### src/rtl/arb_requester.sv
// Initiator side of the req/gnt arbitration handshake: takes a burst command, requests the bus,
// streams base+k beats while granted, then holds req low for a fixed gap. A watchdog aborts ungranted requests.
module arb_requester #(
    parameter int DATA_W     = 8,
    parameter int LEN_W      = 4,
    parameter int TIMEOUT    = 15,
    parameter int GAP_CYCLES = 2
) (
    input  logic              clock,
    input  logic              reset,
    input  logic              cmd_valid,
    output logic              cmd_ready,
    input  logic [LEN_W-1:0]  cmd_len,
    input  logic [DATA_W-1:0] cmd_data,
    output logic              req,
    input  logic              gnt,
    output logic              out_valid,
    output logic [DATA_W-1:0] out_data,
    output logic              out_last,
    output logic              done,
    output logic              timeout_err
);
    localparam int WAIT_W = (TIMEOUT > 1) ? $clog2(TIMEOUT + 1) : 1;
    localparam int GAP_W  = $clog2(GAP_CYCLES + 1);

    typedef enum logic [1:0] {IDLE = 2'd0, REQ = 2'd1, XFER = 2'd2, GAP = 2'd3} state_t;

    typedef struct packed {
        state_t            st;
        logic              req;
        logic              out_valid;
        logic [DATA_W-1:0] out_data;
        logic              out_last;
        logic              done;
        logic              terr;
        logic [LEN_W-1:0]  len;
        logic [DATA_W-1:0] base;
        logic [LEN_W:0]    idx;
        logic [WAIT_W-1:0] wait_cnt;
        logic [GAP_W-1:0]  gap_cnt;
    } regs_t;

    regs_t r, r_nxt;

    always_ff @(posedge clock) begin
        if (reset) r <= '0;
        else       r <= r_nxt;
    end

    always_comb begin
        r_nxt           = r;
        r_nxt.out_valid = 1'b0;
        r_nxt.out_last  = 1'b0;
        r_nxt.done      = 1'b0;
        r_nxt.terr      = 1'b0;
        case (r.st)
            IDLE: begin
                if (cmd_valid) begin
                    r_nxt.len      = cmd_len;
                    r_nxt.base     = cmd_data;
                    r_nxt.req      = 1'b1;
                    r_nxt.wait_cnt = '0;
                    r_nxt.st       = REQ;
                end
            end
            REQ: begin
                if (gnt) begin
                    r_nxt.out_valid = 1'b1;
                    r_nxt.out_data  = r.base;
                    r_nxt.out_last  = (r.len == '0);
                    r_nxt.idx       = (LEN_W + 1)'(1);
                    if (r.len == '0) begin
                        r_nxt.req     = 1'b0;
                        r_nxt.done    = 1'b1;
                        r_nxt.gap_cnt = '0;
                        r_nxt.st      = GAP;
                    end else begin
                        r_nxt.st = XFER;
                    end
                end else if (r.wait_cnt == WAIT_W'(TIMEOUT - 1)) begin
                    r_nxt.terr    = 1'b1;
                    r_nxt.req     = 1'b0;
                    r_nxt.gap_cnt = '0;
                    r_nxt.st      = GAP;
                end else begin
                    r_nxt.wait_cnt = r.wait_cnt + 1'b1;
                end
            end
            XFER: begin
                // gnt low is a pause: idx and req hold so the burst resumes at the same beat
                if (gnt) begin
                    r_nxt.out_valid = 1'b1;
                    r_nxt.out_data  = r.base + DATA_W'(r.idx);
                    r_nxt.out_last  = (r.idx == {1'b0, r.len});
                    r_nxt.idx       = r.idx + 1'b1;
                    if (r.idx == {1'b0, r.len}) begin
                        r_nxt.req     = 1'b0;
                        r_nxt.done    = 1'b1;
                        r_nxt.gap_cnt = '0;
                        r_nxt.st      = GAP;
                    end
                end
            end
            GAP: begin
                // gnt is ignored here; the arbiter's registered grant may linger after req drops
                if (r.gap_cnt == GAP_W'(GAP_CYCLES - 1)) r_nxt.st = IDLE;
                else                                     r_nxt.gap_cnt = r.gap_cnt + 1'b1;
            end
            default: r_nxt.st = IDLE;
        endcase
    end

    assign cmd_ready   = (r.st == IDLE);
    assign req         = r.req;
    assign out_valid   = r.out_valid;
    assign out_data    = r.out_data;
    assign out_last    = r.out_last;
    assign done        = r.done;
    assign timeout_err = r.terr;
endmodule

### config.mk
export PLATFORM = sky130hd
export DESIGN_NAME = arb_requester
export DESIGN_NICKNAME = d
export VERILOG_FILES = /design/src/rtl/arb_requester.sv
export SDC_FILE = /design/constraint.sdc
export NUM_CORES = 1
export LEC_CHECK = 0
export ABC_AREA = 1
export CAP_MARGIN = 20
export CORE_AREA = 2 2 72 74
export CTS_BUF_LIST = sky130_fd_sc_hd__clkbuf_4 sky130_fd_sc_hd__clkbuf_8 sky130_fd_sc_hd__clkbuf_16
export DETAILED_ROUTE_END_ITERATION = 6
export DIE_AREA = 0 0 74 76
export DONT_BUFFER_PORTS = 1
export GPL_TIMING_DRIVEN = 0
export HOLD_SLACK_MARGIN = 0.08
export PLACE_DENSITY = 0.64
export SYNTH_ARGS = -nofsm -noshare
export SYNTH_HDL_FRONTEND = slang
export SYNTH_SLANG_ARGS = --single-unit
### constraint.sdc
create_clock -name clock -period 1.6 [get_ports clock]
set_input_delay 0.16 -clock clock [delete_from_list [all_inputs] [get_ports clock]]
set_output_delay 0.16 -clock clock [all_outputs]
set_load 0.01 [all_outputs]
==> qor.txt <==
Final critical-path share of the clock period -> 0.9699
Final Power -> 3.626 mW
Final non-filler cell total -> 386
Reg2reg end -> out_data[6]
Worst Hold Class -> input port to flip-flop
Area Overhead vs Synth -> 22.82%
Final Cell Area -> 2559 µm²
Final Critical Period -> 1552 ps
Seq cells post-synth -> 37
Top cell type's share of synthesized area -> 0.3556
Initial antenna violation count -> 0
Row Count -> 26
Critical R2R Launch -> r[6]
Total grt overflow -> 0
Clock sinks -> 37
Gate Count Post-Synth -> 295
RSZ-0062 raised after global routing -> yes
Die area -> 5624 µm²
Die W -> 74 µm
Leak Pwr -> 1.040 nW
Worst Clk Skew -> 5.342 ps
Number of global-route vias before repair -> 1751
Hold EP -> r[4]
Post-detail-place hpwl -> 3632 µm
Layout Nets -> 346
Vias -> 1954
Post-synth top flop -> dfxtp_1
Synth area leader -> dfxtp_1
Seq/Total Area, Yosys -> 0.3556
CP endpoint kind -> flip-flop
Drt drc -> 0
Pwr/cell area -> 1417 nW/µm²
Worst VDD drop -> 1092 µV
Wire per inst -> 13.04 µm
Placed cell count -> 365
Initial Utilization -> 0.4241
Mapped Area -> 2083 µm²
Share of layout cells above drive strength 1 -> 0.1867
Final Max Slew Viols -> 0
Buffer levels on the longest clock path -> 2
Place WS -> -233.4 ps
Pin count of the biggest net entering global routing -> 11
Final Hold Vio Count -> 0
DRT Pass-1 Iters -> 6
Crit path kind -> flip-flop to flip-flop
Post-DP Area -> 2171 µm²
Synth warnings -> 0
Die Y -> 76 µm
Max Cap Viol -> 0
Top post-synthesis cells by count -> nand2_1 (64), dfxtp_1 (37), a21oi_1 (31)
Max Fclk -> 0.6444 GHz
Slew Limit Headroom -> 0.6518
# IOs -> 30
Port Buffers -> 0
Util after Layout -> 0.5209
Starting DRT DRC Count -> 117
Arr. time, crit path -> 1770 ps
Path depth of the worst reg2reg path -> 10
Status -> complete, no violations
EDFF count, synth -> 0
TritonCTS buffer count -> 5
Async set-reset flop share out of synthesis -> 0
Top-count cell post-synth -> nand2_1
Worst Path Required -> 1820 ps
Setup Viol. Count Final -> 0
Reg2Reg Setup Slack -> 50 ps
Placer Congestion -> 0.8520
Syn nets -> 325
Filler cells -> 482
First-pass GRT wire length -> 8431 µm
Clock Tree Root -> clkbuf_8
Final ANT Viol Nets -> 0
Worst hold start -> cmd_valid
Vias per Instance -> 5.062
N_diodes -> 0
H-tree depth -> 2
Clock insertion delay at the later pin of the skew report -> 290 ps
Final wirelength -> 5035 µm
Synthesized area per cell -> 7.062 µm²
Top cells by area, synth -> dfxtp_1 (36%), nand2_1 (12%), ha_1 (7.8%)
Worst setup margin -> 48.20 ps
CP Launch Type -> flip-flop
Netlist cell types -> 34
CTS tree -> built
Critical Path Fanout Max -> 3
Least-Margin Pin Slew -> 522.3 ps
Worst-path clk slew -> 70 ps
Total GRT Usage -> 0.1930
Hold path cells -> 3
Core area -> 4912 µm²
## registers in the layout (all words and copies together) (netlist names)
name         count
out_last         1
timeout_err      1
out_data         8
req              1
r               25
out_valid        1
## critical path, cell delays in order (launching register included)
cell     delay [ps]
dfxtp_4         370
ha_4            150
inv_2            40
fa_2            350
inv_2            70
nand4_1         120
nand3_1         120
nand2_1          50
nand3_1          60
nand2_1          50
a21oi_1         100
## area by class of cell
class	count	area [µm²]	area share
Tap cell	70	87.58	0.03423
Sequential cell	37	759.5	0.2968
Multi-Input combinational cell	210	1250	0.4885
Timing Repair Buffer	15	145.1	0.05672
Inverter	31	118.9	0.04645
Buffer	16	107.6	0.04205
Clock buffer	7	90.09	0.03521
## logic make-up after synthesis
| family | Yosys count | synth area share |
|---|---|---|
| compound gates | 64 | 0.1724 |
| xor+xnor | 3 | 0.01261 |
| fa+ha+maj | 14 | 0.08769 |
| buf+inv | 48 | 0.1045 |
| flops | 37 | 0.3556 |
| simple gates | 129 | 0.2673 |
## where the power goes
part / switching [mW] / internal, mW
Clock: 0.326 / 0.359
Sequential: 0.174 / 1.12
Combinational: 0.994 / 0.657
## through the flow
stage / hold WS (ps) / setup TNS, ps
2_1_floorplan: 238.5 / 0
3_3_place_gp: 257.1 / -2308
3_5_place_dp: 253.3 / -2784
4_1_cts: 135.3 / 0
5_1_grt: 102.3 / -130.0
6_report: 101.0 / 0
## layer usage
layer  up-vias  GRT usage  part of all wire
met5         -          0                 0
met4         0    0.07818            0.0097
met3         5    0.04233             0.033
met2        31     0.3107              0.50
met1       904     0.2461              0.46
li1       1014          -                 -
## what timing repair did
action / 4_1_cts / 5_1_grt
setup endpoints to repair: 30 / 32
endpoints found under the hold margin: 13 / 0
pin swaps: 2 / 3
gates resized for setup: 16 / 28
gates cloned: 0 / 0
setup buffers: 0 / 2
hold buffers: 13 / 0
## worst max-delay path by stage
stage	start	to	slack, ps	cells past startpoint
after global routing	r[6]	out_data[6]	-50	10
after floorplan	r[6]	out_data[6]	100	10
after global placement	r[37]	r[0]	-200	8
after CTS	r[8]	out_data[5]	7	10
final	r[6]	out_data[6]	50	10
after detailed placement	r[37]	r[0]	-230	8
## placed cells by master, fill, tap and decap left out, types with 2 or more instances in the layout
master / instances
a21oi_1: 29
a21oi_2: 3
buf_4: 11
clkbuf_1: 2
clkbuf_2: 2
clkbuf_4: 2
clkbuf_8: 6
dfxtp_1: 28
dfxtp_2: 6
dfxtp_4: 3
dlygate4sd3_1: 13
ha_1: 6
ha_4: 7
inv_1: 24
inv_2: 6
nand2_1: 63
nand2_2: 3
nand3_1: 17
nand3b_1: 2
nand4_1: 7
nor2_1: 27
nor3_1: 4
o211ai_1: 2
o21ai_0: 17
o21ai_1: 2
o22ai_1: 4
xor2_1: 2
Note: power is estimated with default switching activity, not from simulation.
